File: src/rtl/iomem_arbiter_pkg.sv
// Shared types and default constants for the two-master I/O memory arbiter.
package iomem_arbiter_pkg;

   typedef enum logic {
      IDLE = 1'b0,
      BUSY = 1'b1
   } state_t;

   localparam logic [31:0] DEF_ERR_RDATA       = 32'hDEAD_BEEF;
   localparam int          DEF_TIMEOUT_CYCLES  = 255;

endpackage

File: src/rtl/iomem_arbiter_timer.sv
// Data-phase watchdog: clear/enable counter with a terminal-count flag.
module iomem_arbiter_timer #(
   parameter int LIMIT = 255
) (
   input  logic clk,
   input  logic reset,
   input  logic clr,
   input  logic en,
   output logic term
);

   logic [15:0] count;

   always_ff @(posedge clk) begin
      if (reset || clr)
         count <= '0;
      else if (en && !term)
         count <= count + 16'd1;
   end

   assign term = (count == 16'(LIMIT - 1));

endmodule

File: src/rtl/iomem_arbiter.sv
// Round-robin arbiter sharing one slave port between two masters.
// Optional data-phase timeout enabled by IOMEM_ARBITER_TIMEOUT_EN.
module iomem_arbiter
   import iomem_arbiter_pkg::*;
#(
   parameter int          TIMEOUT_CYCLES = DEF_TIMEOUT_CYCLES,
   parameter logic [31:0] ERR_RDATA      = DEF_ERR_RDATA
) (
   input  logic        clk,
   input  logic        reset,
   input  logic [1:0]  m_valid,
   output logic [1:0]  m_ready,
   input  logic [7:0]  m_wstrb,
   input  logic [63:0] m_addr,
   input  logic [63:0] m_wdata,
   output logic [63:0] m_rdata,
   output logic        s_valid,
   output logic [3:0]  s_wstrb,
   output logic [31:0] s_addr,
   output logic [31:0] s_wdata,
   input  logic        s_ready,
   input  logic [31:0] s_rdata,
   output logic [1:0]  grant,
   output logic        timeout
);

   state_t state;
   logic   last;
   logic   gidx, gvalid, term, done, pick1;

   assign gidx   = grant[1];
   assign gvalid = (state == BUSY) && m_valid[gidx];

`ifdef IOMEM_ARBITER_TIMEOUT_EN
   iomem_arbiter_timer #(.LIMIT(TIMEOUT_CYCLES)) u_timer (
      .clk   (clk),
      .reset (reset),
      .clr   (state == IDLE),
      .en    (state == BUSY),
      .term  (term)
   );
`else
   assign term = 1'b0;
`endif

   // s_valid drops on the terminal cycle without looking at s_ready,
   // so a slave deriving s_ready from s_valid cannot form a loop.
   assign s_valid = gvalid && !term;
   assign done    = gvalid && (s_ready || term);
   assign timeout = gvalid && term && !s_ready;
   assign m_ready = done ? grant : 2'b00;
   assign m_rdata = {2{timeout ? ERR_RDATA : s_rdata}};

   assign s_wstrb = gidx ? m_wstrb[7:4]   : m_wstrb[3:0];
   assign s_addr  = gidx ? m_addr[63:32]  : m_addr[31:0];
   assign s_wdata = gidx ? m_wdata[63:32] : m_wdata[31:0];

   // Master 1 wins alone, or on a tie when master 0 was served last.
   assign pick1 = m_valid[1] && (!m_valid[0] || !last);

   always_ff @(posedge clk) begin
      if (reset) begin
         state <= IDLE;
         grant <= 2'b00;
         last  <= 1'b1;
      end else begin
         case (state)
            IDLE: begin
               if (|m_valid) begin
                  grant <= pick1 ? 2'b10 : 2'b01;
                  state <= BUSY;
               end
            end
            BUSY: begin
               if (!gvalid) begin
                  grant <= 2'b00;
                  state <= IDLE;
               end else if (done) begin
                  grant <= 2'b00;
                  last  <= gidx;
                  state <= IDLE;
               end
            end
            default: begin
               grant <= 2'b00;
               state <= IDLE;
            end
         endcase
      end
   end

endmodule

File: config.mk
export PLATFORM = sky130hd
export DESIGN_NAME = iomem_arbiter
export DESIGN_NICKNAME = d
export VERILOG_FILES = /design/src/rtl/iomem_arbiter_pkg.sv /design/src/rtl/iomem_arbiter_timer.sv /design/src/rtl/iomem_arbiter.sv
export SDC_FILE = /design/constraint.sdc
export NUM_CORES = 1
export LEC_CHECK = 0
export CORE_AREA = 10 10 113 115
export CTS_BUF_LIST = sky130_fd_sc_hd__clkbuf_8
export DETAILED_ROUTE_END_ITERATION = 10
export DIE_AREA = 0 0 123 125
export GPL_TIMING_DRIVEN = 1
export PLACE_DENSITY = 0.69
export SLEW_MARGIN = 10
export SYNTH_ARGS = -nofsm -noshare
export SYNTH_HDL_FRONTEND = slang
export SYNTH_HIERARCHICAL = 1
export SYNTH_SLANG_ARGS = --single-unit
File: constraint.sdc
create_clock -name clk -period 2.4 [get_ports clk]
set_clock_uncertainty 0.05 [all_clocks]
set_input_delay 0.48 -clock clk [delete_from_list [all_inputs] [get_ports clk]]
set_output_delay 0.48 -clock clk [all_outputs]
set_load 0.02 [all_outputs]
==> results of run 1 <==
[power by group through the flow]
| stage | Clock [µW] | Combinational, µW | Sequential, µW |
|---|---|---|---|
| 6_report | 138 | 729 | 77.6 |
| 5_1_grt | 145 | 769 | 78.8 |
| 2_1_floorplan | 0 | 439 | 79.0 |
| 4_1_cts | 142 | 740 | 77.7 |
| 3_5_place_dp | 0 | 737 | 78.6 |
| 3_3_place_gp | 0 | 730 | 78.2 |
[cell usage after synthesis]
cell type / n
o221ai_1: 1
or3b_1: 1
nor3_1: 1
inv_1: 2
or3_1: 1
and3_1: 1
nand4b_1: 1
mux2i_1: 1
a21oi_1: 2
dfxtp_1: 4
o22a_1: 1
buf_4: 66
o21ai_0: 1
mux2_2: 68
nor2_1: 4
nor2b_1: 1
nand2_1: 4
buf_2: 7
a32oi_1: 1
conb_1: 1
[metal layers]
layer	vias up	part of all wire, %	routed length, µm	track usage [%]
met3	15	9.4	763	2.48
met5	-	0	0	0
li1	815	-	-	-
met4	0	1.8	148	3.29
met2	103	55	4470	18.8
met1	758	34	2710	8.83
[cell type report]
class	instances	area, µm²	share of cell area (%)
clock buffer	3	41.3	1.22
inverter	2	7.51	0.222
multi-input combinational	90	892	26.4
sequential	4	81.3	2.41
tap	140	175	5.19
timing repair buffer	217	2180	64.6
[logic make-up after synthesis]
kind of cell           Yosys count  share of synthesized area [%]
multiplexers                    69                           51.4
AO/OA/AOI/OAI                    6                           2.73
AND/OR/NAND/NOR                 14                           4.72
buffers and inverters           75                           35.6
other                            1                          0.248
flip-flops                       4                           5.30
[state kept, by name (all words and copies together), names as in the netlist]
signal  cells
state       1
last        1
grant       2
[cell usage in the layout, fill, tap and decap left out]
master / n
clkdlybuf4s50_1: 210
dlygate4sd2_1: 1
clkbuf_8: 3
nor2b_1: 1
mux2_2: 68
inv_1: 2
nor3_1: 1
o21ai_0: 1
a21oi_1: 2
conb_1: 1
nand4b_1: 1
o221ai_1: 1
o22a_1: 1
dfxtp_1: 3
or3_1: 1
buf_12: 2
nand2_1: 4
nor2_1: 4
dfxtp_2: 1
and3_1: 1
or3b_1: 1
mux2i_1: 1
a32oi_1: 1
buf_4: 4
[repair_timing]
action	in CTS	in global routing
endpoints found under the setup margin	1	0
endpoints found under the hold margin	0	0
resized for setup	1	0
[per-stage QoR]
stage	cell area, µm²	hold WS [ns]	TNS [ns]
after floorplan	1510	0.464	0
after global placement	3340	0.495	-0.0631
after detailed placement	3340	0.506	-0.133
after CTS	3380	0.510	0
after global routing	3380	0.548	0
final	3380	0.512	0
[tightest hold or removal path, delay by kind of cell, from the launching register on]
kind | cells | cell delay, ns
compound gates | 1 | 0.06
simple gates | 1 | 0.11
flops | 1 | 0.34
[worst paths after layout]
| kind | startpoint | endpoint | slack, ns | depth (start not counted) |
|---|---|---|---|---|
| setup / recovery | grant[1] | s_addr[22] | 0.08 | 3 |
| setup reg to reg | grant[1] | last | 0.99 | 4 |
| hold reg to reg | state | grant[1] | 0.51 | 2 |
| hold / removal | state | grant[1] | 0.51 | 2 |
==> impl_metrics.yaml, run 1 <==
status:
  status: "completed"
yosys:
  seq_area_frac_synth_pct: 5.30
  yosysWarnings: 6
  synth_cells: 169
  syn-num-nets: 342
  synth.area.top_cells: "mux2_2 51%, buf_4 33%, dfxtp_1 5.3%"
  synth_top_cell_area_share_pct: 50.7
  ys_ff_latch: 4
  synth.distinct_cells: 20
  syn_area_um2: 1510
  yosysTopAreaCell: "mux2_2"
  avgSynthCellArea_um2: 8.94
flow_run:
  max-cap-violations: 0
timing:
  finalSetupViolations: 0
  drv_slew: 0
  fin_crit_ns: 2.32
  hold_viol_final: 0
  rsz0062_at_grt: "false"
  fmax_mhz: 430
  fin_crit_sh_pct: 96.8
  postLayoutSetupSlackWorst_ns: 0.0763
grt:
  grt_pass1_vias: 1944
  grt_pass1_wl_mm: 11.6
  antenna_found_initial: 0
  track_usage_pct: 9.45
  grt_max_degree: 46
  grt_remaining_overflow: 0
power:
  p_sw_share_pct: 32.4
  p_sw_uw: 306
  power_frac_comb_pct: 77.2
  power_frac_clock_pct: 14.6
  p_per_area_nw_per_um2: 279
  internal-power_uw: 638
  seqPwrFrac_pct: 8.2
  vdd_drop_max_uv: 156
  fin_total_pwr_uw: 944
  p_leak_uw: 0.00122
place:
  portBuffers: 213
  dp_hpwl_mm: 7.35
  placed_cells: 453
  place_congestion: 0.859
  pre_cts_slack_ns: -0.133
cts:
  cts.sinks: 4
  max-clock-path-buffers: 2
  cts_tree: "done"
  clk_pin_slew_ns: 0.03
  cts_root_buf: "clkbuf_8"
  htree_num_levels: 1
  numCtsBuffers: 3
  clk_latency_ns: 0.21
  post_cts_buffers: 0
  hold_buffers: 0
routing:
  routed_via_density: 3.71
  drtPass1Iterations: 4
  wl_per_cell_um: 17.8
  totalWireLength_mm: 8.09
  antenna_left: 0
  drcViolationCount: 0
  dr_total_vias: 1691
  drtIter0Drc: 14
setup_path:
  cp.required_ns: 1.87
  critPathTopFamily: "buffers and inverters"
  worst_setup_path_end_kind: "primary output"
  critPathBufInv: 2
  worstSetupPathType: "register to primary output"
  cp-start-kind: "register"
  cp_slowest_cell: "clkdlybuf4s50_1"
  arrival_ns: 1.79
  cp_cell_sequence: "buf_12 -> mux2_2 -> clkdlybuf4s50_1"
  cpPeakStageDelay_ns: 0.55
  critPathMaxFanout: 45
die:
  initial_core_util_pct: 14.2
  ios: 311
  die_y_um: 125
  coreArea_um2: 10600
  dieWidth_um: 123
  rows: 38
  dieArea_um2: 15400
cells_and_area:
  fillers: 1113
  drive_gt1_share_pct: 24.7
  antenna_cells: 0
  final_util_pct: 31.9
  layout.cells.non_filler: 456
  syn_to_final_growth_pct: 124
  layout.nets: 491
min_path:
  hp-class: "register to register"
No activity file was read; power rests on OpenSTA's default activity.
==> inputs of run 2 (changes only) <==
--- a/config.mk
+++ b/config.mk
@@ -11,6 +11,7 @@
 export DIE_AREA = 0 0 123 125
 export GPL_TIMING_DRIVEN = 1
 export PLACE_DENSITY = 0.69
+export RECOVER_POWER = 50
 export SLEW_MARGIN = 10
 export SYNTH_ARGS = -nofsm -noshare
 export SYNTH_HDL_FRONTEND = slang
==> run 2 against run 1 <==
  * Die area unchanged
  * Global-route usage unchanged
  * Routed wire length about the same
  * Fmax about the same
  * Flip-flop and latch count unchanged
  * Highest routed layer unchanged
==> impl_metrics.yaml, run 2 (same netlist as run 1, synthesis figures left out) <==
timing:
  fmax_mhz: 430
  fin_crit_ns: 2.32
  fin_crit_sh_pct: 96.8
  rsz0062_at_grt: "false"
  drv_slew: 0
  hold_slack_ns: 0.512
  hold_viol_final: 0
  finalSetupViolations: 0
  setup_tns_ns: 0
flow_run:
  max-cap-violations: 0
place:
  dp_hpwl_mm: 7.35
  placed_cells: 453
  place_congestion: 0.859
  place_area_um2: 3340
  portBuffers: 213
die:
  die_y_um: 125
  initial_core_util_pct: 14.2
  dieArea_um2: 15400
  rows: 38
  coreArea_um2: 10600
  ios: 311
  dieWidth_um: 123
cells_and_area:
  final_common_cell: "clkdlybuf4s50_1"
  final_util_pct: 31.9
  layout_common_cells: "208 x clkdlybuf4s50_1, 68 x mux2_2, 4 x nor2_1, 4 x nand2_1, 4 x buf_4"
  largest_registers: "grant x2, last x1, state x1"
  antenna_cells: 0
  seq_area_um2: 81.3
  drive_gt1_share_pct: 24.7
  layout.nets: 491
  top_register: "grant"
  layout.cells.non_filler: 456
  multi_input_area_um2: 892
  final_area_um2: 3380
  syn_to_final_growth_pct: 124
  fillers: 1113
  largest_reg_flops: 2
power:
  internal-power_uw: 637
  p_sw_uw: 306
  p_sw_share_pct: 32.5
  power_frac_comb_pct: 77.2
  p_leak_uw: 0.00122
  seqPwrFrac_pct: 8.2
  p_per_area_nw_per_um2: 279
  power_frac_clock_pct: 14.6
  vdd_drop_max_uv: 156
setup_path:
  cp-start-kind: "register"
  cp.required_ns: 1.87
  critPathMaxFanout: 45
  arrival_ns: 1.79
  r2r_setup_slack_ns: 0.99
  worstSetupPathType: "register to primary output"
  rr_startpoint: "grant[1]"
  crit_start: "grant[1]"
  worst_setup_path_end_kind: "primary output"
  reg2reg_to: "last"
  reg2reg_depth: 4
cts:
  cts_root_buf: "clkbuf_8"
  post_cts_buffers: 0
  numCtsBuffers: 3
  max-clock-path-buffers: 2
  htree_num_levels: 1
  cts.sinks: 4
  clk_latency_ns: 0.21
  clk_pin_slew_ns: 0.03
  hold_buffers: 0
  cts_tree: "done"
grt:
  grt_max_degree: 46
  track_usage_pct: 9.45
  grt_pass1_vias: 1944
  grt_remaining_overflow: 0
  antenna_found_initial: 0
  grt_pass1_wl_mm: 11.6
routing:
  antenna_left: 0
  totalWireLength_mm: 8.09
  drcViolationCount: 0
  drtIter0Drc: 14
  wl_per_cell_um: 17.7
  routed_via_density: 3.71
  dr_total_vias: 1691
  drtPass1Iterations: 4
min_path:
  hp-start: "state"
  hold_end: "grant[1]"
  hp-class: "register to register"
  whs_path_depth: 2
status:
  status: "completed"
-- run 2: changes by cell type in the layout (fill, tap and decap cells not counted), sizes merged --
cell / change
clkdlybuf4s50: -2
dlygate4sd3: +2
-- run 2: repair_timing --
action / CTS / global route
resized for setup: 1 / 0
endpoints found under the hold margin: 0 / 0
setup endpoints to repair: 1 / 0
-- run 2: power groups by stage --
stage	Combinational (µW)	Clock (µW)	Sequential, µW
finish	728	138	77.6
CTS	740	142	77.7
global route	768	145	78.8
detailed placement	737	0	78.6
global placement	730	0	78.2
floorplan	439	0	79.0
-- run 2: routing by layer --
metal  global-route usage (%)  share of wire (%)  up-vias
li1                         -                  -      815
met5                        0                  0        -
met1                     8.83                 33      758
met2                     18.8                 55      103
met3                     2.48                9.4       15
met4                     3.29                1.8        0
-- run 2: worst max-delay path by stage --
stage	end	cells after the start
CTS	s_addr[22]	3
floorplan	m_ready[0]	4
global placement	m_ready[1]	4
global route	m_ready[0]	6
finish	s_addr[22]	3
detailed placement	m_ready[1]	4
-- run 2: final cells by class --
type / count / area share (%)
Inverter: 2 / 0.222
Multi-Input combinational cell: 90 / 26.4
Tap cell: 140 / 5.19
Clock buffer: 3 / 1.22
Timing Repair Buffer: 217 / 64.6
Sequential cell: 4 / 2.41
-- run 2: per-stage QoR --
stage | power, µW | worst slack (ns)
after floorplan | 518 | 0.515
after global placement | 808 | -0.0631
after detailed placement | 815 | -0.133
after CTS | 960 | 0.0632
after global routing | 992 | 0.0287
final | 943 | 0.0768
-- run 2: critical path: stages (launching register included) --
cell,delay [ns]
dfxtp_2,0.36
buf_12,0.25
mux2_2,0.40
clkdlybuf4s50_1,0.55
==> inputs of run 3 (changes only) <==
--- a/config.mk
+++ b/config.mk
@@ -12,7 +12,7 @@
 export GPL_TIMING_DRIVEN = 1
 export PLACE_DENSITY = 0.69
 export RECOVER_POWER = 50
-export SLEW_MARGIN = 10
+export SLEW_MARGIN = 40
 export SYNTH_ARGS = -nofsm -noshare
 export SYNTH_HDL_FRONTEND = slang
 export SYNTH_HIERARCHICAL = 1
==> results of run 3 <==
Final layout, timing and power as in run 2 (identical DEF).
